## src/rtl/lsu_ctrl.sv

```systemverilog
// Load/store controller between the MEM stage and a word-wide memory port.
// Steers store bytes onto lanes, extends loads, and splits lane-crossing accesses into two beats.
module lsu_ctrl #(
    parameter int XLEN           = 32,
    parameter int ADDR_W         = 32,
    parameter bit MISALIGN_SPLIT = 1'b1
) (
    input  logic              clk,
    input  logic              rst,
    input  logic              req_valid,
    output logic              req_ready,
    input  logic [4:0]        mem_op,
    input  logic [ADDR_W-1:0] addr,
    input  logic [XLEN-1:0]   store_data,
    output logic              resp_valid,
    output logic [XLEN-1:0]   load_data,
    output logic              fault,
    output logic              mem_req,
    output logic [ADDR_W-1:0] mem_addr,
    output logic [XLEN/8-1:0] mem_wen,
    output logic [XLEN-1:0]   mem_wdata,
    input  logic              mem_ack,
    input  logic [XLEN-1:0]   mem_rdata
);
    localparam int NB    = XLEN / 8;
    localparam int OFS_W = $clog2(NB);

    typedef enum logic [1:0] {IDLE, BEAT0, BEAT1, RESP} state_t;
    state_t state, state_nxt;

    logic [4:0]        op_q;
    logic [ADDR_W-1:0] addr_q;
    logic [XLEN-1:0]   sdata_q, rdata0_q, rdata1_q;
    logic              fault_q, cross_q;

    logic req_mem, req_size_ok, req_cross, req_fault;
    assign req_mem     = mem_op[4] ^ mem_op[3];
    assign req_size_ok = (mem_op[1:0] != 2'b11) || (XLEN == 64);
    assign req_cross   = (int'(addr[OFS_W-1:0]) + (1 << mem_op[1:0])) > NB;
    assign req_fault   = !req_size_ok || (req_cross && !MISALIGN_SPLIT);

    always_ff @(posedge clk) begin
        if (rst) state <= IDLE;
        else     state <= state_nxt;
    end

    always_ff @(posedge clk) begin
        if (rst) begin
            op_q     <= '0;
            addr_q   <= '0;
            sdata_q  <= '0;
            rdata0_q <= '0;
            rdata1_q <= '0;
            fault_q  <= 1'b0;
            cross_q  <= 1'b0;
        end else begin
            if (state == IDLE && req_valid) begin
                op_q     <= mem_op;
                addr_q   <= addr;
                sdata_q  <= store_data;
                fault_q  <= req_fault;
                cross_q  <= req_cross;
                // Cleared so an aligned load shifts in zeros from the unused upper beat
                rdata0_q <= '0;
                rdata1_q <= '0;
            end
            if (state == BEAT0 && mem_ack) rdata0_q <= mem_rdata;
            if (state == BEAT1 && mem_ack) rdata1_q <= mem_rdata;
        end
    end

    always_comb begin
        state_nxt = state;
        case (state)
            IDLE:    if (req_valid && req_mem) state_nxt = req_fault ? RESP : BEAT0;
            BEAT0:   if (mem_ack) state_nxt = cross_q ? BEAT1 : RESP;
            BEAT1:   if (mem_ack) state_nxt = RESP;
            RESP:    state_nxt = IDLE;
            default: state_nxt = IDLE;
        endcase
    end

    logic [OFS_W-1:0]  ofs;
    logic [3:0]        sz;
    logic              is_wr, sign;
    logic [2*NB-1:0]   lane_mask, wen_full;
    logic [2*XLEN-1:0] wdata_full, rdata_sh;
    logic [ADDR_W-1:0] base;
    logic [XLEN-1:0]   ext;

    assign ofs   = addr_q[OFS_W-1:0];
    assign sz    = 4'd1 << op_q[1:0];
    assign is_wr = (op_q[4:3] == 2'b10);
    assign base  = {addr_q[ADDR_W-1:OFS_W], {OFS_W{1'b0}}};

    always_comb begin
        lane_mask = '0;
        for (int i = 0; i < NB; i++) lane_mask[i] = (i < int'(sz));
    end

    // Upper halves of the double-width shifts are exactly the second-beat lanes/data
    assign wen_full   = lane_mask << ofs;
    assign wdata_full = {{XLEN{1'b0}}, sdata_q} << {ofs, 3'b000};
    assign rdata_sh   = {rdata1_q, rdata0_q} >> {ofs, 3'b000};

    always_comb begin
        case (op_q[1:0])
            2'b00:   sign = rdata_sh[7];
            2'b01:   sign = rdata_sh[15];
            2'b10:   sign = rdata_sh[31];
            default: sign = rdata_sh[63];
        endcase
        sign = sign & !op_q[2];
        ext  = '0;
        for (int b = 0; b < NB; b++)
            ext[8*b +: 8] = (b < int'(sz)) ? rdata_sh[8*b +: 8] : {8{sign}};
    end

    always_comb begin
        req_ready  = (state == IDLE);
        mem_req    = 1'b0;
        mem_addr   = '0;
        mem_wen    = '0;
        mem_wdata  = '0;
        resp_valid = 1'b0;
        fault      = 1'b0;
        load_data  = '0;
        case (state)
            BEAT0: begin
                mem_req  = 1'b1;
                mem_addr = base;
                if (is_wr) begin
                    mem_wen   = wen_full[NB-1:0];
                    mem_wdata = wdata_full[XLEN-1:0];
                end
            end
            BEAT1: begin
                mem_req  = 1'b1;
                mem_addr = base + ADDR_W'(NB);
                if (is_wr) begin
                    mem_wen   = wen_full[2*NB-1:NB];
                    mem_wdata = wdata_full[2*XLEN-1:XLEN];
                end
            end
            RESP: begin
                resp_valid = 1'b1;
                fault      = fault_q;
                if (!fault_q && !is_wr) load_data = ext;
            end
            default: ;
        endcase
    end
endmodule

```

## config.mk

```make
export PLATFORM = sky130hd
export DESIGN_NAME = lsu_ctrl
export DESIGN_NICKNAME = d
export VERILOG_FILES = /design/src/rtl/lsu_ctrl.sv
export SDC_FILE = /design/constraint.sdc
export NUM_CORES = 1
export LEC_CHECK = 0
export CORE_ASPECT_RATIO = 1.25
export CORE_UTILIZATION = 35
export DETAILED_ROUTE_END_ITERATION = 8
export PLACE_DENSITY = 0.66
export SETUP_SLACK_MARGIN = 0.02
export SYNTH_ARGS = -nofsm -noshare
export SYNTH_HDL_FRONTEND = slang
export SYNTH_SLANG_ARGS = --single-unit
```

## constraint.sdc

```tcl
create_clock -name clk -period 2.36 [get_ports clk]
set_clock_uncertainty 0.2 [all_clocks]
set_input_delay 0.59 -clock clk [delete_from_list [all_inputs] [get_ports clk]]
set_output_delay 0.59 -clock clk [all_outputs]
set_load 0.1 [all_outputs]
```

==> metrics.log <==
INFO  metric synth_fa_ha_area_share = 1.411%
INFO  metric total_die_area = about 22000 um^2
INFO  metric grt_start_max_net_pins = 56
INFO  metric relSlewSlack = 59.93%
INFO  metric total_power = 0.01326 W
INFO  metric place_ws = -0.3189 ns
INFO  metric clock-sinks = 129
INFO  metric cts_hold_repair.buffers = 0
INFO  metric period_share = 133.6%
INFO  metric synth_compound_area_share = between 20% and 30%
INFO  metric critPathRequiredTime = 1.57 ns
INFO  metric yosys.area_share.simple = 21.69%
INFO  metric timing.reg2reg.setup_slack = 0.06 ns
INFO  metric report.final.slew_viol_count = 0
INFO  metric worstRegToRegCells = 10
INFO  metric endpoint_of_the_worst_slack_reg_to_reg_timing_path = state[0]
INFO  metric path_class = reg -> out
INFO  metric dominantRegCellSynth = sky130_fd_sc_hd__dfxtp_1
INFO  metric avgViaCountPerCell = 5.758
INFO  metric drv_cap = 0
INFO  metric vias = 9288
INFO  metric asyncSetResetFlopFracSynth = 0%
INFO  metric fillers = 1367
INFO  metric wl_per_cell = 21.89 um
INFO  metric register_area = 2624 um^2
INFO  metric yosys.cell_types.count = 62
INFO  metric crit_path_top_delay_cell = sky130_fd_sc_hd__or4_4
INFO  metric grt_overflow_total = 0
INFO  metric mappedNetlistArea = ~7600 um^2
INFO  metric status = complete, but fails checks
INFO  metric drtPass1Iterations = 5
INFO  metric hold_path_depth = 2
INFO  metric max_clock_freq = 317.2 MHz
INFO  metric muxShareOfSynthArea = between 10% and 20%
INFO  metric finalInstanceArea = 15760 um^2
INFO  metric cts_max_path_buffers = 2
INFO  metric multi_input_area = 6664 um^2
INFO  metric drt_drc_violations_left = 0
INFO  metric synthCells = 969
INFO  metric power-per-cell-area = 841.7 nW/um^2
INFO  metric holdPathEnd = op_q[4]
INFO  metric post_route_cells_drive_above_1_share = 48.05%
INFO  metric synth.cells.most_frequent = 191 x sky130_fd_sc_hd__nand2_1, 129 x sky130_fd_sc_hd__dfxtp_1, 106 x sky130_fd_sc_hd__nor2_1
INFO  metric crit_chain = ha_4 > or3b_4 > or4_4 > clkbuf_16 > o21ai_4 > buf_12
INFO  metric dpl.hpwl = approximately 20000 um
INFO  metric yosys_warnings = 0
INFO  metric synth-seq-cells = approximately 130
INFO  metric synth_xor_area_share = less than 1%
INFO  metric worst_ir_drop_vdd = 0.0009120 V
INFO  metric root_buffer = sky130_fd_sc_hd__clkbuf_16
INFO  metric crit_path_start_kind = flop
INFO  metric synth_top_cell_by_area = sky130_fd_sc_hd__dfxtp_1
INFO  metric static-leakage-power = 5.825 nW
INFO  metric synth-edff-count = 0
INFO  metric gp_routability_congestion = 0.9067
INFO  metric cts-buffers-inserted = 17
INFO  metric number_of_rows_in_the_core_area = 60
INFO  metric route.final.wire_length = 35310 um
INFO  metric antenna_found_initial = 3
INFO  metric violations = negative setup slack
INFO  metric initial_standard_cell_utilization_of_the_core = a little over a third
INFO  metric setup_repair_after_global_routing_missed_its_margin = yes
INFO  metric critical_path.max_fanout = 8
INFO  metric arrival = roughly 2.4 ns
INFO  metric min_period = 3.153 ns
INFO  metric layout_setup_ws = -0.7927 ns
INFO  metric timing_worst_slew_pin_value = 0.5948 ns
INFO  metric reg2reg_from = state[0]
INFO  metric post-synth-top-count-cell = sky130_fd_sc_hd__nand2_1
INFO  metric synth-seq-area-share = 33.87%
INFO  metric finalSetupViolCount = 99
INFO  metric design.final.nets = 1432
INFO  metric drt_iter0_drcs = ~700
INFO  metric hold_start = op_q[4]
INFO  metric post_dp_cell_area = 13240 um^2
INFO  metric dominant_combinational_cell_family_by_area_after_synthesis = compound AO/OA/AOI/OAI gates
INFO  metric grt_pass1_wl = 50310 um
INFO  metric setup.worst_path.start = state[0]
INFO  metric portBuffers = 206
INFO  metric grt_util_all_layers = roughly 29%
INFO  metric setup.worst_path.end_class = output pin
INFO  metric design.portCount = 209
INFO  metric avgSynthCellArea = approximately 7.9 um^2
INFO  metric area_delta_synth_final = 106.6%
INFO  metric clock_insertion_delay_worst_skew = 0.44 ns
INFO  metric placeableCoreArea = 21470 um^2
INFO  metric critPathMaxStageDelay = 0.48 ns
INFO  metric hold_class = reg -> reg
INFO  metric leading_cell_types_by_total_area_after_synthesis = sky130_fd_sc_hd__dfxtp_1 34%, sky130_fd_sc_hd__nand2_1 9.4%, sky130_fd_sc_hd__mux4_2 8.6%, sky130_fd_sc_hd__a21oi_1 5.8%, sky130_fd_sc_hd__a22oi_1 5.8%
INFO  metric yosysTopAreaCellShare = 33.87%
INFO  metric clock_tree_from_tritoncts = yes
INFO  metric hold_viol = 0
INFO  metric htree_num_levels = 4
INFO  metric worst_path_clk_slew = around 0.07 ns
INFO  metric die_width = 134.0 um
INFO  metric die_h = 167.0 um
INFO  metric antenna_left = 0
INFO  metric first_global_vias = 9206
[critical path, delay by kind of cell, from the launching register on]
kind,cells,cell delay (ns)
simple gates,2,0.89
buf+inv,2,0.41
flops,1,0.40
fa+ha+maj,1,0.14
compound gates,1,0.08
[logic make-up after synthesis]
| logic type | after synthesis |
|---|---|
| buf+inv | 117 |
| compound gates | 276 |
| other cells | 1 |
| xor+xnor | 2 |
| flops | 129 |
| mux | 61 |
| simple gates | 375 |
| fa+ha+maj | 8 |
[sequential cells by signal, summed over array words and instances, names as in the netlist]
register and count:
addr_q 32, op_q 5, cross_q 1, fault_q 1, sdata_q 32, rdata0_q 32
state 2, rdata1_q 24
[power breakdown]
part	internal [W]	switching (W)	leakage (nW)	total, W
Sequential	0.00250	0.000325	1.06	0.00283
Clock	0.00170	0.00113	0.295	0.00283
Combinational	0.00332	0.00428	4.47	0.00760
[worst max-delay path by stage]
stage                               end  slack [ns]  depth (start not counted)
after floorplan            mem_addr[21]       -0.88                          4
after global placement          cross_q       -0.28                         10
after detailed placement        cross_q       -0.32                         10
after CTS                  mem_addr[27]       -0.72                          7
after global routing       mem_addr[29]       -0.88                          8
final                     load_data[24]       -0.79                          6
[timing repair]
action / CTS / global route
pin swaps: 81 / 58
cloned: 6 / 3
setup buffers: 43 / 24
endpoints found under the setup margin: 98 / 101
gates resized for setup: 181 / 86
[cells in the final DEF, fill, tap and decap left out, drive strengths merged, types with 8 or more instances in the layout]
cell / n
and2: 8
inv: 36
nand3: 23
o21a: 9
o21ai: 53
dfxtp: 129
nand2: 195
mux4: 29
a31oi: 11
nor2: 106
buf: 305
a211oi: 9
o22a: 10
clkdlybuf4s50: 103
a21oi: 90
nor2b: 8
mux2: 17
a22oi: 59
clkbuf: 21
mux2i: 15
[final cells by class]
type | instances | share of cell area [%]
diodes | 2 | 0.03177
repair buffers | 412 | 34.02
clock buffers | 18 | 2.787
multi-input cells | 726 | 42.30
clock inverters | 14 | 1.136
well taps | 279 | 2.216
flip-flops and latches | 129 | 16.65
inverters | 33 | 0.8577
[layer usage]
metal  up-vias  track usage [%]  share of wire, %
met2       496            49.38                50
li1       4147                -                 -
met5         -                0             0.037
met4         2            16.71               5.5
met3       136            5.236               6.3
met1      4507            33.65                38
[through the flow]
stage          setup TNS, ns  hold WS (ns)  utilization, %  std cells
6_report              -62.93        0.2541           73.38       1613
5_1_grt               -66.51        0.2689           73.38       1613
4_1_cts               -57.30        0.2498           70.54       1591
3_5_place_dp          -13.05        0.2420           61.65       1513
3_3_place_gp          -11.12        0.2413           61.65       1513
2_1_floorplan         -44.43        0.2312               -        970
(Power assumes the default switching activity.)
